[config.mk]
export PLATFORM = sky130hd
export DESIGN_NAME = pc_unit_flat
export DESIGN_NICKNAME = d
export VERILOG_FILES = /design/src/rtl/mips_pkg.sv /design/src/rtl/pc_unit_if.sv /design/src/rtl/pc_next_sel.sv /design/src/rtl/pc_unit.sv /design/src/flat_wrapper.sv
export SDC_FILE = /design/constraint.sdc
export NUM_CORES = 1
export LEC_CHECK = 0
export CORE_ASPECT_RATIO = 1.75
export CORE_MARGIN = 3
export CORE_UTILIZATION = 52
export DETAILED_ROUTE_END_ITERATION = 6
export PLACE_DENSITY = 0.87
export SYNTH_ARGS = -nofsm -noshare
export SYNTH_HDL_FRONTEND = slang
export SYNTH_SLANG_ARGS = --single-unit
[constraint.sdc]
create_clock -name Clk -period 8.3 [get_ports Clk]
set_input_delay 1.66 -clock Clk [delete_from_list [all_inputs] [get_ports Clk]]
set_output_delay 1.66 -clock Clk [all_outputs]
set_load 0.1 [all_outputs]
[src/rtl/mips_pkg.sv]
// Shared MIPS front-end definitions: exception vector default, PC FSM state
// encoding and instruction-field widths.
package mips_pkg;

    localparam logic [31:0] EXC_VECTOR_DEF = 32'h0000_0080;
    localparam int          IMM_W          = 16;
    localparam int          JIDX_W         = 26;

    typedef enum logic {
        ST_RUN = 1'b0,
        ST_EXC = 1'b1
    } pc_state_e;

endpackage : mips_pkg

[src/rtl/pc_unit_if.sv]
// Control/status bundle between the control unit and the program-counter unit.
interface pc_unit_if
    import mips_pkg::*;
#(
    parameter int WIDTH     = 32,
    parameter int CNT_WIDTH = 32
);
    logic                 Stall;
    logic                 Branch;
    logic                 BranchTaken;
    logic [IMM_W-1:0]     Imm16;
    logic                 Jump;
    logic [JIDX_W-1:0]    JTarget;
    logic                 JumpReg;
    logic [WIDTH-1:0]     RegTarget;
    logic                 Exc;
    logic                 Eret;
    logic [WIDTH-1:0]     Pc;
    logic [WIDTH-1:0]     PcPlus4;
    logic [WIDTH-1:0]     Epc;
    logic                 InExc;
    logic                 Fault;
    logic [CNT_WIDTH-1:0] Retired;

    modport master (
        output Stall, Branch, BranchTaken, Imm16, Jump, JTarget,
               JumpReg, RegTarget, Exc, Eret,
        input  Pc, PcPlus4, Epc, InExc, Fault, Retired
    );

    modport slave (
        input  Stall, Branch, BranchTaken, Imm16, Jump, JTarget,
               JumpReg, RegTarget, Exc, Eret,
        output Pc, PcPlus4, Epc, InExc, Fault, Retired
    );
endinterface : pc_unit_if

[src/rtl/pc_next_sel.sv]
// Combinational next-PC computation: branch/jump targets, JR alignment fault
// detection and the prioritised next-PC mux.
module pc_next_sel
    import mips_pkg::*;
#(
    parameter int          WIDTH      = 32,
    parameter logic [31:0] EXC_VECTOR = EXC_VECTOR_DEF
) (
    input  logic [WIDTH-1:0]  pc_i,
    input  logic [WIDTH-1:0]  epc_i,
    input  logic              in_exc_i,
    input  logic              stall_i,
    input  logic              branch_i,
    input  logic              branch_taken_i,
    input  logic [IMM_W-1:0]  imm16_i,
    input  logic              jump_i,
    input  logic [JIDX_W-1:0] jtarget_i,
    input  logic              jump_reg_i,
    input  logic [WIDTH-1:0]  reg_target_i,
    input  logic              exc_i,
    input  logic              eret_i,
    output logic [WIDTH-1:0]  pc_plus4_o,
    output logic [WIDTH-1:0]  next_pc_o,
    output logic              exc_entry_o,
    output logic              jr_fault_o,
    output logic              eret_take_o
);
    localparam logic [WIDTH-1:0] EXC_VEC_W = WIDTH'(EXC_VECTOR);
    localparam logic [WIDTH-1:0] FOUR_W    = WIDTH'(3'd4);

    logic [WIDTH-1:0] branch_tgt_s;
    logic [WIDTH-1:0] jump_tgt_s;

    assign pc_plus4_o = pc_i + FOUR_W;

    // Request qualification: a stall drops everything except an explicit Exc.
    always_comb begin
        jr_fault_o   = !stall_i && jump_reg_i && (reg_target_i[1:0] != 2'b00) && !exc_i;
        exc_entry_o  = exc_i || jr_fault_o;
        eret_take_o  = !stall_i && eret_i && in_exc_i;
        branch_tgt_s = pc_plus4_o + {{(WIDTH-IMM_W-2){imm16_i[IMM_W-1]}}, imm16_i, 2'b00};
        jump_tgt_s   = {pc_plus4_o[WIDTH-1:28], jtarget_i, 2'b00};
    end

    // Next-PC priority mux.
    always_comb begin
        next_pc_o = pc_plus4_o;
        if (exc_entry_o) begin
            next_pc_o = EXC_VEC_W;
        end else if (stall_i) begin
            next_pc_o = pc_i;
        end else if (eret_take_o) begin
            next_pc_o = epc_i;
        end else if (jump_reg_i) begin
            next_pc_o = reg_target_i;
        end else if (jump_i) begin
            next_pc_o = jump_tgt_s;
        end else if (branch_i && branch_taken_i) begin
            next_pc_o = branch_tgt_s;
        end else begin
            next_pc_o = pc_plus4_o;
        end
    end
endmodule : pc_next_sel

[src/rtl/pc_unit.sv]
// Program-counter unit: PC/EPC registers, RUN/EXC handler FSM, JR fault pulse
// and retired-instruction counter.
module pc_unit
    import mips_pkg::*;
#(
    parameter int               WIDTH        = 32,
    parameter logic [WIDTH-1:0] RESET_VECTOR = '0,
    parameter logic [31:0]      EXC_VECTOR   = EXC_VECTOR_DEF,
    parameter int               CNT_WIDTH    = 32
) (
    input  logic      Clk,
    input  logic      Rst_n,
    pc_unit_if.slave  bus
);
    localparam logic [CNT_WIDTH-1:0] CNT_ONE = CNT_WIDTH'(1'b1);

    pc_state_e            state_q, state_d;
    logic [WIDTH-1:0]     pc_q, pc_d;
    logic [WIDTH-1:0]     epc_q, epc_d;
    logic                 fault_q, fault_d;
    logic [CNT_WIDTH-1:0] retired_q, retired_d;
    logic [WIDTH-1:0]     pc_plus4_s;
    logic                 exc_entry_s;
    logic                 jr_fault_s;
    logic                 eret_take_s;

    pc_next_sel #(
        .WIDTH      (WIDTH),
        .EXC_VECTOR (EXC_VECTOR)
    ) u_next_sel (
        .pc_i           (pc_q),
        .epc_i          (epc_q),
        .in_exc_i       (state_q == ST_EXC),
        .stall_i        (bus.Stall),
        .branch_i       (bus.Branch),
        .branch_taken_i (bus.BranchTaken),
        .imm16_i        (bus.Imm16),
        .jump_i         (bus.Jump),
        .jtarget_i      (bus.JTarget),
        .jump_reg_i     (bus.JumpReg),
        .reg_target_i   (bus.RegTarget),
        .exc_i          (bus.Exc),
        .eret_i         (bus.Eret),
        .pc_plus4_o     (pc_plus4_s),
        .next_pc_o      (pc_d),
        .exc_entry_o    (exc_entry_s),
        .jr_fault_o     (jr_fault_s),
        .eret_take_o    (eret_take_s)
    );

    // State, EPC capture, fault pulse and retirement count next-state logic.
    always_comb begin
        state_d   = state_q;
        epc_d     = epc_q;
        fault_d   = jr_fault_s;
        retired_d = retired_q;
        case (state_q)
            ST_RUN: begin
                if (exc_entry_s) begin
                    state_d = ST_EXC;
                    epc_d   = pc_q;
                end else begin
                    state_d = ST_RUN;
                end
            end
            ST_EXC: begin
                if (exc_entry_s) begin
                    state_d = ST_EXC;
                end else if (eret_take_s) begin
                    state_d = ST_RUN;
                end else begin
                    state_d = ST_EXC;
                end
            end
            default: begin
                state_d = ST_RUN;
            end
        endcase
        if (!bus.Stall && !exc_entry_s) begin
            retired_d = retired_q + CNT_ONE;
        end else begin
            retired_d = retired_q;
        end
    end

    // Architectural registers.
    always_ff @(posedge Clk or negedge Rst_n) begin
        if (!Rst_n) begin
            state_q   <= ST_RUN;
            pc_q      <= RESET_VECTOR;
            epc_q     <= '0;
            fault_q   <= 1'b0;
            retired_q <= '0;
        end else begin
            state_q   <= state_d;
            pc_q      <= pc_d;
            epc_q     <= epc_d;
            fault_q   <= fault_d;
            retired_q <= retired_d;
        end
    end

    assign bus.Pc      = pc_q;
    assign bus.PcPlus4 = pc_plus4_s;
    assign bus.Epc     = epc_q;
    assign bus.InExc   = (state_q == ST_EXC);
    assign bus.Fault   = fault_q;
    assign bus.Retired = retired_q;
endmodule : pc_unit

[src/flat_wrapper.sv]
// flat-port wrapper written by rule: the top's interface ports become plain ports
module pc_unit_flat import mips_pkg::*;
#(
    parameter int               WIDTH        = 32,
    parameter logic [WIDTH-1:0] RESET_VECTOR = '0,
    parameter logic [31:0]      EXC_VECTOR   = EXC_VECTOR_DEF,
    parameter int               CNT_WIDTH    = 32
)
  (Clk, Rst_n, bus_Stall, bus_Branch, bus_BranchTaken, bus_Imm16, bus_Jump, bus_JTarget, bus_JumpReg, bus_RegTarget, bus_Exc, bus_Eret, bus_Pc, bus_PcPlus4, bus_Epc, bus_InExc, bus_Fault, bus_Retired);
  pc_unit_if #(.WIDTH(WIDTH), .CNT_WIDTH(CNT_WIDTH)) bus_i ();
  input  logic Clk;
  input  logic Rst_n;
  input wire logic [$bits(bus_i.Stall)-1:0] bus_Stall;
  input wire logic [$bits(bus_i.Branch)-1:0] bus_Branch;
  input wire logic [$bits(bus_i.BranchTaken)-1:0] bus_BranchTaken;
  input wire logic [$bits(bus_i.Imm16)-1:0] bus_Imm16;
  input wire logic [$bits(bus_i.Jump)-1:0] bus_Jump;
  input wire logic [$bits(bus_i.JTarget)-1:0] bus_JTarget;
  input wire logic [$bits(bus_i.JumpReg)-1:0] bus_JumpReg;
  input wire logic [$bits(bus_i.RegTarget)-1:0] bus_RegTarget;
  input wire logic [$bits(bus_i.Exc)-1:0] bus_Exc;
  input wire logic [$bits(bus_i.Eret)-1:0] bus_Eret;
  output wire logic [$bits(bus_i.Pc)-1:0] bus_Pc;
  output wire logic [$bits(bus_i.PcPlus4)-1:0] bus_PcPlus4;
  output wire logic [$bits(bus_i.Epc)-1:0] bus_Epc;
  output wire logic [$bits(bus_i.InExc)-1:0] bus_InExc;
  output wire logic [$bits(bus_i.Fault)-1:0] bus_Fault;
  output wire logic [$bits(bus_i.Retired)-1:0] bus_Retired;
  assign bus_i.Stall = bus_Stall;
  assign bus_i.Branch = bus_Branch;
  assign bus_i.BranchTaken = bus_BranchTaken;
  assign bus_i.Imm16 = bus_Imm16;
  assign bus_i.Jump = bus_Jump;
  assign bus_i.JTarget = bus_JTarget;
  assign bus_i.JumpReg = bus_JumpReg;
  assign bus_i.RegTarget = bus_RegTarget;
  assign bus_i.Exc = bus_Exc;
  assign bus_i.Eret = bus_Eret;
  assign bus_Pc = bus_i.Pc;
  assign bus_PcPlus4 = bus_i.PcPlus4;
  assign bus_Epc = bus_i.Epc;
  assign bus_InExc = bus_i.InExc;
  assign bus_Fault = bus_i.Fault;
  assign bus_Retired = bus_i.Retired;
  pc_unit #(.WIDTH(WIDTH), .RESET_VECTOR(RESET_VECTOR), .EXC_VECTOR(EXC_VECTOR), .CNT_WIDTH(CNT_WIDTH)) u_core (.Clk(Clk), .Rst_n(Rst_n), .bus(bus_i));
endmodule
==> results, run 1 <==
- Before antenna repair, the detailed router went through 5 iterations.
- The detailed router finished its first iteration with 424 violations.
- The final layout contains routed wiring with a total length of 24.5 mm.
- At the pin with the least slew margin, the transition time is around 1200 ps.
- Clock skew on the completed layout was measured at 11.4 ps.
- The source-to-sink clock delay at the later pin of the worst-skew pair is 350 ps.
- The cell count after synthesis came out at 790.
- The number of sinks driven by the clock tree is between 90 and 100.
- In this run the deepest clock path goes through 2 buffers.
- In the global route stage, overall resource usage came out at 32.7%.
- Setup repair after global routing left no endpoint under its margin.
- The region available for standard cell placement spans between 10000 and 15000 µm².
- The number of global-route vias before repair is around 7300.
- After layout, the minimum clock period comes to 5390 ps.
- Dividing the detail-routed via count by the number of cells gives 6.23.
- In this run the most critical hold path is launched from u_core.bus.Retired[31].
- ~210 I/O pins were placed.
- The total negative setup slack is 0 ps.
- The total power per unit cell area is about 180 nW/µm².
- The flow ran to the end, and the final reports show no timing, DRC or antenna violations.
- TritonCTS built the clock tree.
- The type of the most critical hold path is flip-flop to flip-flop.
- Of all cell types, the one taking the most synthesized area is dfrtp_1.
- The number of filler instances in the final layout is 966.
- The initial antenna violation count came to 0.
- The area share of the largest cell type after synthesis is 35.0%.
- The maximum VDD drop is ~0.23 mV.
- The detailed placer's ending HPWL is between 15 and 20 mm.
- After global routing the overflow that remains totals 0.
- The maximum clock rate is 0.186 GHz.
- The die outline height is 160 µm.
- The post-cts resize count is 0.
- Of the available clock period, the critical path in the final layout requires 64.9%.
- The starting density of the core is 53.6%.
- Clock tree synthesis inserted a total of 9 buffers.
- Counting every net in the synthesized netlist gives ~910.
- The antenna diode instance count is 0.
- For this run, the number of Yosys warnings is 0.
- At the worst endpoint, the required time is 6640 ps.
- The count of H-tree levels built during CTS is 3.
- The remaining antenna violation count is 0.
- The number of buffer cells added on primary ports is 212.
- Across the run, the number of max-cap violations was 0.
- The die covers 15000 µm².
- The worst setup path is launched from a flip-flop.
- The share of async-settable or async-resettable flops after synthesis is 100%.
- The commonest register cell after synthesis is dfrtp_1.
- The largest fanout of any net on the critical path is 8.
- The launching instance or port of the critical path is u_core.bus.Pc[12].
- After synthesis, the cell types taking the most area are dfrtp_1 35%, ha_1 6.8%, xnor2_1 6.6%, mux2_2 5.3%, nand2_1 4.2%.
- The x dimension of the die is 93.7 µm.
- The routed wirelength normalized by instance count is 21.1 µm.
- STA puts the critical path data arrival time at 3730 ps.
- The number of vias after detailed routing is 7230.
- In this run the mean area of a mapped cell was 8.87 µm².
- After clock tree synthesis, the flow added hold-fix buffers numbering 0.
- Sequential cells were found to cover 35.0% of the synthesized design area.
- The wire length of the first global-routing pass is 38.4 mm.
- The sort of element at the end of the critical path is a primary output.
- The count of unresolved DRC violations after routing is 0.
- The number of synthesized register bits is 98.
- The worst setup path category is flip-flop to primary output.
- The net count of the finished layout is 1107.
- The maximum number of pins on one net before global-route repair is 74.
- In this run, synthesis inferred 0 flip-flops with an integrated enable.
- The total number of placement rows is 55.
- The final hold slack is 475 ps.
- The startpoint identified for the worst register-to-register timing path is u_core.bus.Pc[7].
- The leakage power total is 0.00396 µW.
- The cell chosen for the clock root is clkbuf_16.
- Clock-pin slew was measured on the worst setup and hold paths at 70 ps.
- The fraction of layout instances using a drive strength above 1 is 7.47%.
- The number of hold-slack violations in the final timing report is 0.
- The netlist uses 69 different library cells.
- The max-slew violation count is 0.
- The number of setup violations in the final report is 0.
- Relative to the synthesized area, the layout overhead comes to 36.6%.
- The final estimated routing congestion in global placement is 1.02.
- In this run the tightest slew margin relative to its limit is 18.3%.
- The post-CTS setup-driven buffer insertion count is 0.
- The area of the mapped netlist is 7000 µm².
[synth_stat cells, drive strengths merged (12+ instances only)]
| cell | count |
|---|---|
| xor2 | 22 |
| a21oi | 57 |
| inv | 19 |
| ha | 38 |
| o221ai | 23 |
| a21o | 12 |
| dfrtp | 98 |
| nand2 | 79 |
| nor2 | 62 |
| xnor2 | 53 |
| nor3 | 21 |
| clkbuf | 27 |
| nand3 | 43 |
| o21ai | 49 |
| mux2 | 33 |
| nand4 | 15 |
[registers in the layout, summed over array words and instances (netlist names)]
signal	cells
u_core.bus.Epc	32
u_core.bus.Pc	32
u_core.bus.Fault	1
u_core.bus.InExc	1
u_core.bus.Retired	32
[per-stage QoR]
step	utilization, %	setup WS, ps	std cells	total power, µW	cell area, µm²
after floorplan	-	2260	790	1100	7000
after global placement	70.8	3200	1145	1320	9260
after detailed placement	70.8	3070	1145	1330	9260
after CTS	73.2	2990	1161	1760	9570
after global routing	73.2	2780	1161	1820	9570
final	73.2	2910	1161	1760	9570
[layer usage]
metal,global-route usage [%],vias up,share of wire [%]
li1,-,3290,-
met4,20.8,0,7.1
met1,36.6,3469,35
met5,0,-,0
met2,55.1,366,50
met3,7.19,105,7.3
[path summary, 6_finish.rpt]
kind / endpoint / slack (ps) / cells after the start
worst max register to register: u_core.bus.Pc[31] / 3740 / 16
max in group asynchronous: u_core.bus.Epc[28] / 5860 / 2
worst max-delay path: bus_PcPlus4[30] / 2910 / 6
worst min-delay path: u_core.bus.Retired[31] / 470 / 1
min in group asynchronous: u_core.bus.Retired[4] / 1200 / 1
worst min register to register: u_core.bus.Retired[31] / 470 / 1
[cell usage in the layout (no fill, tap or decap), types with 19 or more instances in the layout]
master / synthesis / layout
xnor2_1: 53 / 53
nor2_1: 60 / 58
o21ai_0: 44 / 44
inv_1: 19 / 19
ha_1: 38 / 38
a21oi_1: 57 / 57
mux2_2: 33 / 33
xor2_1: 22 / 22
dfrtp_1: 98 / 98
nand3_1: 43 / 43
nor3_1: 20 / 20
o221ai_1: 23 / 23
nand2_1: 79 / 79
clkdlybuf4s50_1: 0 / 211
[area by class of cell]
| class | count | area, µm² | area share, % |
|---|---|---|---|
| Tap cell | 171 | 214 | 2.24 |
| Sequential cell | 98 | 2450 | 25.6 |
| Multi-Input combinational cell | 636 | 4340 | 45.4 |
| Clock buffer | 9 | 225 | 2.35 |
| Inverter | 20 | 75.1 | 0.785 |
| Clock inverter | 7 | 81.3 | 0.850 |
| Timing Repair Buffer | 220 | 2180 | 22.8 |
[power breakdown]
| part | switching [µW] | leakage, µW | internal, µW |
|---|---|---|---|
| logic | 547 | 0.00249 | 209 |
| clock network | 193 | 0.000148 | 239 |
| registers | 51.4 | 0.00132 | 516 |
[worst max-delay path, cell delays in order (launching register included)]
cell	delay, ps
dfrtp_1	510
nand4_1	170
or4_4	600
nor2_1	310
nand3_1	140
xnor2_1	380
clkdlybuf4s50_1	1260
[logic make-up after synthesis]
kind of cell,share of synthesized area [%]
flip-flops,35.0
buffers and inverters,3.20
adder cells (fa/ha/maj),7.07
AND/OR/NAND/NOR,18.1
AO/OA/AOI/OAI,21.1
multiplexers,6.16
XOR/XNOR,9.38
Note: power is estimated with default switching activity, not from simulation.
==> run 2: changes to the inputs <==
- CORE_UTILIZATION: 52 -> 44
- PLACE_DENSITY: 0.87 -> 0.79
- clock period: 8.3 -> 4.5 ns (I/O delays scaled with it)
==> run 2 against run 1 <==
  * Worst hold slack got worse by 27 ps
  * First-iteration DRC count grew 5.9%
  * Clock skew barely moved
  * Cell area is 5.6% higher
  * Clock power is 78% higher
  * Setup slack lost 2700 ps
  * Sequential power is 87% higher
  * Wire length increased by 0.50%
  * Non-clock buffer count is 11 higher
  * Utilization is 7.9 points lower
  * Power increased by 85%
  * Die area up 17%
  * Critical path type is now flip-flop to flip-flop
  * Critical endpoint is now u_core.bus.Pc[31]
  * Largest power group unchanged
==> results, run 2 (same netlist as run 1, synthesis figures left out) <==
- The flow ran to the end, and the final reports show no timing, DRC or antenna violations.
- From synthesis to final layout, the design area changed by 44.2%.
- The worst endpoint required time is 4750 ps (-1890 ps).
- The library cell contributing the largest single delay on the critical path is or4_4.
- The number of setup violations in the final report is 0 (unchanged).
- Clock tree synthesis selected as its root buffer the cell clkbuf_16.
- The met2 routed wirelength is 12.7 mm (+3.1%).
- The largest fanout of any net on the critical path was 9 (+1).
- The maximum number of pins on one net before global-route repair is 40 (-46%).
- The critical path goes through nand3_1 -> or4_4 -> nor2_2 -> nand2_1 -> xnor2_4 -> ha_1 -> nand2_1 -> o21ai_0 -> nor2_1 -> and3_1 -> a211oi_2 -> a31oi_1 -> nor2b_2 -> o21ai_1 -> or3_1 -> a211oi_1.
- The boundary pin count is 213 (unchanged).
- The net count of the finished layout is 1118 (+0.99%).
- The core box area came to 15500 µm² (+18%).
- The type of the most critical hold path is primary input to async pin.
- The worst max-slew margin expressed relative to the limit is 28.7% (+10 points).
- The number of optimization iterations in the first detailed-route pass is 5 (unchanged).
- The clock-pin slew on the worst setup and hold paths came to 80 ps (about the same).
- The maximum VDD drop is 0.378 mV (+67%).
- The worst setup path is captured at a flip-flop.
- The number of global-route vias before repair came to 6949 (-4.9%).
- Of the available clock period, the critical path in the final layout requires between 90% and 100%.
- The total number of placement rows is 60 (+9.1%).
- The most numerous cell type found on the critical path is nand2_1.
- The detailed placer's ending HPWL was 19.6 mm (+2.9%).
- The total grt overflow is 0 (unchanged).
- The post-place instance area is 9800 µm² (+5.9%).
- The final critical-path required period is 4270 ps.
- The sequential cell area in the final layout is 2500 µm² (+2.0%).
- The met1 wire length is 9.22 mm (+6.5%).
- The length of routed met3 wiring came to 1.66 mm (-7.5%).
- The x dimension of the die is 101 µm (+8.2%).
- The max-slew violation count is 0 (unchanged).
- The max-capacitance violation count was 0 (unchanged).
- The wire length of the first global-routing pass is 38.3 mm (about the same).
- The die area is 17500 µm² (+17%).
- The number of filler instances in the final layout came to 1298 (+34%).
- The mean number of vias per cell is 5.96 (-4.3%).
- The data arrival time at the worst-slack endpoint came to 4520 ps (+790 ps).
- The source-to-sink clock delay at the later pin of the worst-skew pair was 350 ps (about the same).
- The routed wirelength normalized by instance count was 20.7 µm (-1.8%).
- The count of unresolved DRC violations after routing is 0 (unchanged).
- The number of hold-slack violations in the final timing report is 0 (unchanged).
- The fraction of layout instances using a drive strength above 1 came to 16.2% (+8.7 points).
- The final non-filler cell area is 10100 µm² (+5.6%).
- The worst setup path is of the flip-flop to flip-flop kind.
- The top cell types in the final layout, fill and taps aside, are 187 x clkdlybuf4s50_1, 80 x dfrtp_1, 78 x nand2_1, 57 x a21oi_1, 55 x nor2_1.
- Setup repair after global routing left no endpoint under its margin.
- The multi-input combinational cell area is 4790 µm² (+10%).
- The highest layer touched by signal routing is met4.
- The aggregate routed wire length is 24.6 mm (+0.50%).
- The overall track demand over capacity in global routing is 27.9% (-4.9 points).
- STA classifies the critical path startpoint as a flip-flop.
- TritonCTS built the clock tree.
- The initial antenna violation count was 1 (+1).
- The cts-stage hold buffer count is 0 (unchanged).
- Leaving out fill and tap cells, the most frequent cell in the layout is clkdlybuf4s50_1.
- The buffer levels on the longest clock path is 2 (unchanged).
- The setup skew after layout is 11.9 ps (+0.478 ps).
- The leakage power total is 0.00422 µW (+6.6%).
- The remaining antenna violation count came to 0 (unchanged).
- The longest individual stage delay on the worst path was 590 ps (-670 ps).
- The number of sinks driven by the clock tree is 98 (unchanged).
- The final estimated routing congestion in global placement is 0.972 (-4.9%).
- The total clock buffers created by CTS is 9 (unchanged).
- The number of buffer cells added on primary ports is 212 (unchanged).
- The worst-margin pin slew is 1070 ps (-158 ps).
- For this run, the top clock speed supported by timing is approximately 0.23 GHz.
- The die outline height is 173 µm (+8.4%).
- The count of H-tree levels built during CTS is 3 (unchanged).
- The number of DRC violations after detailed-routing iteration 0 is 449 (+5.9%).
- The total negative setup slack came to 0 ps (unchanged).
- The number of vias after detailed routing is 7082 (-2.0%).
- The total power per unit cell area is 321 nW/µm² (+75%).
- The starting density of the core is 45.3% (-8.3 points).
## run 2: final cells by class
cell class              instances  share of cell area, %
multi-input cells             636                   47.5
flip-flops and latches         98                   24.8
repair buffers                231                   21.8
well taps                     186                   2.30
clock buffers                   9                   2.23
inverters                      20                  0.743
clock inverters                 7                  0.657
diodes                          1                 0.0248
## run 2: final timing paths
check	from	end	slack [ps]	cells after the start
min in group Clk	u_core.bus.Retired[31]	u_core.bus.Retired[31]	480	1
max reg2reg	u_core.bus.Pc[8]	u_core.bus.Pc[31]	230	16
min	Rst_n	u_core.bus.Epc[28]	450	1
min reg2reg	u_core.bus.Retired[31]	u_core.bus.Retired[31]	480	1
max in group asynchronous	Rst_n	u_core.bus.Pc[10]	3190	2
max	u_core.bus.Pc[8]	u_core.bus.Pc[31]	230	16
## run 2: layer usage
metal	vias up	global-route usage [%]
li1	3318	-
met5	-	0
met3	69	4.56
met2	306	47.8
met1	3389	33.9
met4	0	11.7
## run 2: critical path: cells and delay by family, from the launching register on
kind / cells / cell delay, ps
adder cells (fa/ha/maj): 1 / 430
AO/OA/AOI/OAI: 5 / 1000
flip-flops: 1 / 460
XOR/XNOR: 1 / 190
AND/OR/NAND/NOR: 9 / 2110
## run 2: what timing repair did
item	CTS	global route
gates resized for setup	0	1
endpoints found under the hold margin	0	0
endpoints found under the setup margin	0	2
setup buffers	0	0
## run 2: power breakdown
group	total (µW)	internal, µW	switching, µW
registers	1060	956	103
clock network	767	393	375
logic	1420	409	1010
## run 2: through the flow
step	total power, µW	std cells	hold WS [ps]	util [%]	setup WS (ps)
after floorplan	2070	790	604	-	2.72
after global placement	2480	1171	462	63.4	310
after detailed placement	2490	1171	471	63.4	232
after CTS	3260	1187	444	65.3	188
after global routing	3370	1188	460	65.3	7.95
final	3240	1188	448	65.3	232
==> run 3: changes to the inputs <==
- REMOVE_ABC_BUFFERS: default -> 1
==> run 3 against run 2 <==
  * Combinational power is essentially flat
  * Non-clock buffer count increased by 6
  * Largest cell class unchanged
  * Highest routed layer unchanged
  * Register-to-register slack improved by 80 ps
==> results, run 3 (same netlist as run 1, synthesis figures left out) <==
- The flow ran to the end, and the final reports show no timing, DRC or antenna violations.
- The number of setup violations in the final report was 0 (unchanged).
- The critical path goes through and4_1 -> nand3_1 -> nor2_1 -> buf_4 -> nand3_1 -> xnor2_1 -> ha_1 -> nand4_1 -> nor3_1 -> a311oi_1 -> and3_1 -> a211oi_2 -> a31oi_1 -> nor2b_2 -> o21ai_1 -> a41oi_1 -> a211oi_1.
- The total clock buffers created by CTS is 9 (unchanged).
- The clock-pin slew on the worst setup and hold paths is 80 ps (about the same).
- The worst max-slew margin expressed relative to the limit is 30.5% (+1.8 points).
- The maximum number of pins on one net before global-route repair is 46 (+15%).
- The number of hold-slack violations in the final timing report is 0 (unchanged).
- The net count of the finished layout is 1124 (+0.54%).
- In this design, the largest share of critical-path delay is due to simple AND/OR/NAND/NOR gates.
- Setup repair after global routing left no endpoint under its margin.
- The count of H-tree levels built during CTS came to 3 (unchanged).
- The total power per unit cell area was 335 nW/µm² (+4.3%).
- The total grt overflow is 0 (unchanged).
- The fraction of layout instances using a drive strength above 1 was 11.8% (-4.4 points).
- The worst setup path is captured at a flip-flop.
- The starting density of the core came to 45.3% (unchanged).
- The source-to-sink clock delay at the later pin of the worst-skew pair came to 350 ps (about the same).
- The final estimated routing congestion in global placement is 1.02 (+4.6%).
- The number of vias after detailed routing is 7121 (+0.55%).
- The buffer levels on the longest clock path is 2 (unchanged).
- The buffer and inverter count on the worst path was 1 (+1).
- The core box area is 15500 µm² (unchanged).
- Among all stages on the critical path, the largest delay is contributed by dfrtp_1.
- The total number of placement rows came to 60 (unchanged).
- The mean number of vias per cell came to 5.97 (+0.13%).
- The setup skew after layout is 10.4 ps (-1.50 ps).
- The most common library cell in the layout ignoring fill and taps is clkdlybuf4s50_1.
- The number of DRC violations after detailed-routing iteration 0 is 340 (-24%).
- The overall track demand over capacity in global routing came to 29.1% (+1.3 points).
- The post-CTS setup-driven buffer insertion count is 0 (unchanged).
- The die area was 17500 µm² (unchanged).
- The aggregate routed wire length is 25.6 mm (+3.8%).
- The area overhead of the layout relative to synthesis is 37.6%.
- The boundary pin count is 213 (unchanged).
- The top cell types in the final layout, fill and taps aside, are 184 x clkdlybuf4s50_1, 98 x dfrtp_1, 79 x nand2_1, 57 x nor2_1, 57 x a21oi_1.
- The cell sitting at the root of the clock tree is a clkbuf_16.
- The number of global-route vias before repair is 7426 (+6.9%).
- The wire length of the first global-routing pass is 40.0 mm (+4.3%).
- The type of the most critical hold path is flip-flop to flip-flop.
- The max-capacitance violation count came to 0 (unchanged).
- The number of buffer cells added on primary ports is 212 (unchanged).
- The max-slew violation count is 0 (unchanged).
- The worst setup path is launched from a flip-flop.
- The largest fanout of any net on the critical path is 8 (-1).
- The count of unresolved DRC violations after routing was 0 (unchanged).
- The data arrival time at the worst-slack endpoint is 4440 ps (-80 ps).
- The share of the clock period used by the worst path came to 93.0% (-1.9 points).
- The worst setup path category is flip-flop to flip-flop.
- The final core utilization is 62.3% (-3.0 points).
- The x dimension of the die came to 101 µm (unchanged).
- The detailed placer's ending HPWL is 19.6 mm (+0.25%).
- The CTS tree is built.
- The antenna diode instance count came to 0 (-1).
- The remaining antenna violation count is 0 (unchanged).
- The final critical-path required period is 4180 ps (-84.6 ps).
- The routed wirelength normalized by instance count is 21.4 µm (+3.4%).
- The number of optimization iterations in the first detailed-route pass is 5 (unchanged).
- The worst-margin pin slew came to 1040 ps (-27.2 ps).
- The final hold slack came to 476 ps (+27.7 ps).
- The number of sinks driven by the clock tree came to 98 (unchanged).
- The longest individual stage delay on the worst path is 500 ps (-90 ps).
- The leakage power total was 0.00409 µW (-3.1%).
- The worst setup timing slack at the placement stage was 312 ps (+79.9 ps).
- The worst endpoint required time is 4760 ps (about the same).
- The maximum VDD drop is 0.418 mV (+10%).
- The die outline height is 173 µm (unchanged).
- The cell repeated most along the worst path is nand3_1.
- The maximum clock rate is 0.239 GHz (+2.0%).
- The setup slack after layout was 317 ps (+84.6 ps).
- The initial antenna violation count is 0 (-1).
## run 3: cell count changes in the layout (fill, tap and decap cells not counted), sizes merged
cell,before,now
inv,25,23
clkinv,2,4
buf,44,53
diode,1,0
clkdlybuf4s50,187,184
## run 3: layout make-up
class	instances	area, µm²
clock buffer	9	225
timing repair buffer	237	2240
multi-input combinational	636	4350
fill	1330	5830
tap	186	233
clock inverter	7	67.6
sequential	98	2450
inverter	20	75.1
## run 3: path summary, 6_finish.rpt
| path | startpoint | endpoint | slack [ps] | cells past startpoint |
|---|---|---|---|---|
| setup / recovery | u_core.bus.Pc[4] | u_core.bus.Pc[31] | 320 | 17 |
| hold / removal | u_core.bus.Retired[31] | u_core.bus.Retired[31] | 480 | 1 |
| setup reg to reg | u_core.bus.Pc[4] | u_core.bus.Pc[31] | 320 | 17 |
| hold reg to reg | u_core.bus.Retired[31] | u_core.bus.Retired[31] | 480 | 1 |
| max in group asynchronous | Rst_n | u_core.bus.Pc[16] | 3140 | 2 |
| min in group asynchronous | Rst_n | u_core.bus.Epc[1] | 540 | 1 |
## run 3: metrics by stage
stage | TNS [ps] | std cells | instance area, µm² | total power (µW)
after floorplan | -24350 | 754 | 6860 | 2020
after global placement | 0 | 1177 | 9340 | 2440
after detailed placement | 0 | 1177 | 9340 | 2450
after CTS | 0 | 1193 | 9640 | 3240
after global routing | 0 | 1193 | 9640 | 3340
final | 0 | 1193 | 9640 | 3230
## run 3: report_power, final
group,leakage (µW),internal [µW],total (µW),switching [µW]
Clock,0.000145,391,784,393
Combinational,0.00263,390,1400,1010
Sequential,0.00132,952,1040,90.2
## run 3: per-layer routing
metal,part of all wire (%),track usage [%],wire [µm],vias to the layer above
met1,35,31.1,9000,3419
met5,0,0,0,-
met4,5.5,15.6,1420,0
met3,5.4,4.44,1380,90
met2,54,53.1,13700,275
li1,-,-,-,3337
## run 3: timing repair
item / in CTS / in global routing
gates resized for setup: 0 / 1
endpoints found under the setup margin: 0 / 1
hold buffers: 0 / 0
